===== config.mk =====
export PLATFORM = sky130hd
export DESIGN_NAME = datapath
export DESIGN_NICKNAME = d
export VERILOG_FILES = /design/src/rtl/datapath.sv
export SDC_FILE = /design/constraint.sdc
export NUM_CORES = 1
export LEC_CHECK = 0
export CORE_AREA = 4 4 260 262
export CTS_CLUSTER_SIZE = 10
export DETAILED_ROUTE_END_ITERATION = 16
export DIE_AREA = 0 0 264 266
export PLACE_DENSITY_LB_ADDON = 0.3
export SYNTH_ARGS = -nofsm -noshare
export SYNTH_HDL_FRONTEND = slang
export SYNTH_SLANG_ARGS = --single-unit

===== constraint.sdc =====
create_clock -name clock -period 10.9 [get_ports clock]
set_input_delay 2.18 -clock clock [delete_from_list [all_inputs] [get_ports clock]]
set_output_delay 2.18 -clock clock [all_outputs]
set_load 0.02 [all_outputs]

===== src/rtl/datapath.sv =====
// Single-bus 32-bit CPU datapath for register-transfer testing.
// One shared bus links PC, IR, MAR, MDR, Y, Z-low, R3, R4 and R7.
module datapath #(
    parameter int WIDTH = 32
) (
    input  logic             clock,
    input  logic             clear,
    input  logic [WIDTH-1:0] Mdatain,
    input  logic             MDRread,
    input  logic             MDRin,
    input  logic             MARin,
    input  logic             PCin,
    input  logic             IRin,
    input  logic             RYin,
    input  logic             RZinLo,
    input  logic             R3in,
    input  logic             R4in,
    input  logic             R7in,
    input  logic             MDRout,
    input  logic             MARout,
    input  logic             PCout,
    input  logic             IRout,
    input  logic             RYout,
    input  logic             RZoutLo,
    input  logic             R3out,
    input  logic             R4out,
    input  logic             R7out,
    input  logic             IncPC,
    output logic [WIDTH-1:0] BusMuxOut,
    output logic [WIDTH-1:0] PCq,
    output logic [WIDTH-1:0] IRq,
    output logic [WIDTH-1:0] MARq,
    output logic [WIDTH-1:0] MDRq,
    output logic [WIDTH-1:0] Yq,
    output logic [WIDTH-1:0] ZLoq,
    output logic [WIDTH-1:0] R3q,
    output logic [WIDTH-1:0] R4q,
    output logic [WIDTH-1:0] R7q
);

    localparam logic [4:0] OP_ADD = 5'b00011;
    localparam logic [4:0] OP_SUB = 5'b00100;
    localparam logic [4:0] OP_AND = 5'b00101;
    localparam logic [4:0] OP_OR  = 5'b00110;
    localparam logic [4:0] OP_NEG = 5'b10001;
    localparam logic [4:0] OP_NOT = 5'b10010;

    logic [WIDTH-1:0] pc_q, ir_q, mar_q, mdr_q, y_q, zlo_q;
    logic [WIDTH-1:0] r3_q, r4_q, r7_q;
    logic [WIDTH-1:0] pc_d, ir_d, mar_d, mdr_d, y_d, zlo_d;
    logic [WIDTH-1:0] r3_d, r4_d, r7_d;
    logic [WIDTH-1:0] bus;
    logic [WIDTH-1:0] alu_res;
    logic [4:0]       opcode;

    assign opcode = ir_q[WIDTH-1 -: 5];

    // Bus mux: fixed priority, zero when nothing drives it
    always_comb begin
        bus = '0;
        if (MDRout)       bus = mdr_q;
        else if (RZoutLo) bus = zlo_q;
        else if (PCout)   bus = pc_q;
        else if (IRout)   bus = ir_q;
        else if (RYout)   bus = y_q;
        else if (MARout)  bus = mar_q;
        else if (R3out)   bus = r3_q;
        else if (R4out)   bus = r4_q;
        else if (R7out)   bus = r7_q;
    end

    // ALU: Y op bus, IncPC overrides the opcode with bus+1
    always_comb begin
        alu_res = y_q + bus;
        if (IncPC) begin
            alu_res = bus + 1'b1;
        end else begin
            case (opcode)
                OP_ADD:  alu_res = y_q + bus;
                OP_SUB:  alu_res = y_q - bus;
                OP_AND:  alu_res = y_q & bus;
                OP_OR:   alu_res = y_q | bus;
                OP_NEG:  alu_res = '0 - bus;
                OP_NOT:  alu_res = ~bus;
                default: alu_res = y_q + bus;
            endcase
        end
    end

    // Next-state: each register loads the bus when enabled, else holds
    always_comb begin
        pc_d  = PCin   ? bus : pc_q;
        ir_d  = IRin   ? bus : ir_q;
        mar_d = MARin  ? bus : mar_q;
        y_d   = RYin   ? bus : y_q;
        zlo_d = RZinLo ? alu_res : zlo_q;
        r3_d  = R3in   ? bus : r3_q;
        r4_d  = R4in   ? bus : r4_q;
        r7_d  = R7in   ? bus : r7_q;
        mdr_d = mdr_q;
        if (MDRin) mdr_d = MDRread ? Mdatain : bus;
    end

    // State registers with synchronous clear overriding all loads
    always_ff @(posedge clock) begin
        if (clear) begin
            pc_q  <= '0;
            ir_q  <= '0;
            mar_q <= '0;
            mdr_q <= '0;
            y_q   <= '0;
            zlo_q <= '0;
            r3_q  <= '0;
            r4_q  <= '0;
            r7_q  <= '0;
        end else begin
            pc_q  <= pc_d;
            ir_q  <= ir_d;
            mar_q <= mar_d;
            mdr_q <= mdr_d;
            y_q   <= y_d;
            zlo_q <= zlo_d;
            r3_q  <= r3_d;
            r4_q  <= r4_d;
            r7_q  <= r7_d;
        end
    end

    assign BusMuxOut = bus;
    assign PCq       = pc_q;
    assign IRq       = ir_q;
    assign MARq      = mar_q;
    assign MDRq      = mdr_q;
    assign Yq        = y_q;
    assign ZLoq      = zlo_q;
    assign R3q       = r3_q;
    assign R4q       = r4_q;
    assign R7q       = r7_q;

endmodule


==> metrics.log <==
[metrics] total of flip-flops plus latches after synthesis: 288
[metrics] leakage component of the power: 9.73 nW
[metrics] Synth Cell Area: 19500 um2
[metrics] Total Power: 3.62 mW
[metrics] worst endpoint data arrival time: 6.29 ns
[metrics] via count of the first global-routing pass: 20000
[metrics] top flip-flop cell by instance count after synthesis: sky130_fd_sc_hd__dfxtp_1
[metrics] DRT Wirelength: 99400 um
[metrics] first-pass detailed-route iteration total: 6
[metrics] fin. max-slew vios: 0
[metrics] # placed instances: 3559
[metrics] setup repair after global routing missed its margin: false
[metrics] Initial Util: 0.298
[metrics] RePlAce Congestion: 0.941
[metrics] post-layout utilization of the core: 0.381
[metrics] Least-Margin Pin Slew: 1.17 ns
[metrics] fraction of final layout cells sized beyond drive strength 1: 0.0675
[metrics] WS Path Type: input port to output pin
[metrics] number of nets with antenna violations after routing: 0
[metrics] Fillers: 6773
[metrics] top area cells in the synthesized netlist: sky130_fd_sc_hd__dfxtp_1, sky130_fd_sc_hd__mux2i_1, sky130_fd_sc_hd__nor2_1
[metrics] Clock Tree Root: sky130_fd_sc_hd__clkbuf_16
[metrics] post-detailed-route DRC marker count: 0
[metrics] detail-routed via count per cell: 5.83
[metrics] leading cell types by count after synthesis: sky130_fd_sc_hd__nor2_1, sky130_fd_sc_hd__dfxtp_1, sky130_fd_sc_hd__nand2_1
[metrics] result of the run: finished clean
[metrics] most instantiated library cell after synthesis: sky130_fd_sc_hd__nor2_1
[metrics] instance area after placement: 23800 um2
[metrics] clock-pin slew of the registers on the worst-case setup and hold paths: 0.05 ns
[metrics] post-synthesis sequential area ratio: 0.296
[metrics] Port Buffer Count: 373
[metrics] final critical path time including I/O delays and setup: 8.47 ns
[metrics] cts repair resizes: 0
[metrics] placeable core region: 65400 um2
[metrics] CP required: 8.72 ns
[metrics] total global routing overflow: 0
[metrics] post-synth top area share: 0.296
[metrics] final cell count without fillers: 3622
[metrics] signed area change from the synthesized netlist to the final layout: 28.1%
[metrics] worst vdd ir: 117 uV
[metrics] net total in the final layout: 2888
[metrics] yosys warns: 0
[metrics] CTS Hold Bufs: 0
[metrics] I/O pin cnt: 374
[metrics] Maximum Capacitance Violations: 0
[metrics] least setup slack across all paths after layout: 2.43 ns
[metrics] Final HPWL DP: 73500 um
[metrics] classification of the worst-slack hold path: flop to flop
[metrics] Max transition margin: 0.214
[metrics] endpoints failing setup: 0
[metrics] routed wirelength normalized by instance count: 27.4 um
[metrics] CTS HTree Levels: 2
[metrics] global routing usage summed across all routing layers: 0.268
[metrics] Fin Clk Skew: 0.0205 ns
[metrics] fraction of registers with async set or reset after synthesis: 0
[metrics] post-synthesis cell type with the largest combined area: sky130_fd_sc_hd__dfxtp_1
[metrics] Syn Nets: 2624
[metrics] post-route cell area: 24900 um2
[metrics] cell count after synthesis: 2471
[metrics] maximum number of pins on one net before global-route repair: 124
[metrics] number of CTS-inserted buffers: 38
[metrics] number of hold-slack violations in the final timing report: 0
[metrics] launching element type of the critical path: input port
[metrics] antenna violations before repair: 3
[metrics] clock latency reported for the late side of the worst-skew pair: 0.56 ns
[metrics] clock sink count: 288
[metrics] clock tree buffer depth: 3
[metrics] total die area: 70200 um2
[metrics] sort of element at the end of the critical path: output pin
[metrics] Tcrit/Tclk final: 0.777
[metrics] First DRT Iteration DRCs: 2071
[metrics] CTS tree: yes
[metrics] Die Y: 266 um
[metrics] DR vias: 21100
[metrics] Max Clk Rate: 118 MHz
[metrics] wire length of the first global-routing pass: 143000 um
[metrics] Post-Place Setup Slack: 2.48 ns
[metrics] PwrDens: 145 nW/um2
[metrics] setup TNS after final layout: 0 ns
[metrics] die extent in x: 264 um
[metrics] number of distinct standard cells referenced by the synthesized netlist: 91
[metrics] setup repair bufs after CTS: 0
[metrics] Cell Rows: 94
[metrics] mean cell area of the mapped netlist: 7.88 um2
[metrics] Critical Path Fanout Max: 43
[metrics] count of flip-flops with a built-in enable after synthesis: 0
[metrics] Hold Worst Slack: 0.503 ns
==> worst max-delay path, stage by stage <==
cell	delay [ns]
sky130_fd_sc_hd__clkdlybuf4s50_1	0.45
sky130_fd_sc_hd__buf_4	0.39
sky130_fd_sc_hd__clkinv_1	0.95
sky130_fd_sc_hd__and3_1	0.55
sky130_fd_sc_hd__a221oi_1	0.25
sky130_fd_sc_hd__and2_1	0.60
sky130_fd_sc_hd__inv_1	0.27
sky130_fd_sc_hd__clkdlybuf4s50_1	0.61
==> placed cells by master, fill, tap and decap left out, types with 48 or more instances in the layout <==
cell                              instances
sky130_fd_sc_hd__clkdlybuf4s50_1        357
sky130_fd_sc_hd__nor2_1                 344
sky130_fd_sc_hd__dfxtp_1                288
sky130_fd_sc_hd__nand2_1                178
sky130_fd_sc_hd__mux2i_1                174
sky130_fd_sc_hd__a21oi_1                166
sky130_fd_sc_hd__a211oi_1               140
sky130_fd_sc_hd__inv_1                  120
sky130_fd_sc_hd__o21ai_0                 99
sky130_fd_sc_hd__ha_1                    97
sky130_fd_sc_hd__buf_4                   64
sky130_fd_sc_hd__o211ai_1                54
sky130_fd_sc_hd__a31oi_1                 48
==> state kept, by name, summed over array words and instances (netlist names) <==
name,flops
R7q,32
PCq,32
Yq,32
R3q,32
MDRq,32
R4q,32
IRq,32
MARq,32
ZLoq,32
==> cell families after synthesis <==
kind of cell,after synthesis,synth area share
XOR/XNOR,59,0.0265
adder cells (fa/ha/maj),99,0.0644
AO/OA/AOI/OAI,743,0.264
multiplexers,174,0.0895
AND/OR/NAND/NOR,772,0.186
flip-flops,288,0.296
buffers and inverters,336,0.0736
==> where the power goes <==
| group | switching [mW] | internal (mW) |
|---|---|---|
| combinational | 0.720 | 0.440 |
| sequential | 0.106 | 1.13 |
| clock | 0.509 | 0.718 |
==> per-layer routing <==
metal / vias to the layer above / global-route usage / part of all wire
li1: 9450 / - / -
met2: 1093 / 0.440 / 0.46
met3: 187 / 0.0406 / 0.078
met4: 2 / 0.0998 / 0.041
met1: 10400 / 0.357 / 0.42
met5: - / 0 / 0.00013
==> final timing paths <==
path,to,startpoint,slack [ns],depth (start not counted)
hold / removal,R4q[25],R4q[25],0.50,2
setup / recovery,BusMuxOut[23],MDRout,2.43,8
setup reg to reg,ZLoq[27],Yq[3],5.83,16
hold reg to reg,R4q[25],R4q[25],0.50,2
==> layout make-up <==
cell class	count	area, um2	share of cell area
antenna	1	2.50	0.000100
clock buffer	54	1090	0.0438
clock inverter	8	90.1	0.00361
inverter	123	462	0.0185
multi-input combinational	1847	12300	0.493
sequential	288	5770	0.231
tap	864	1080	0.0433
timing repair buffer	437	4140	0.166
Power figures use the tool's default switching activity.
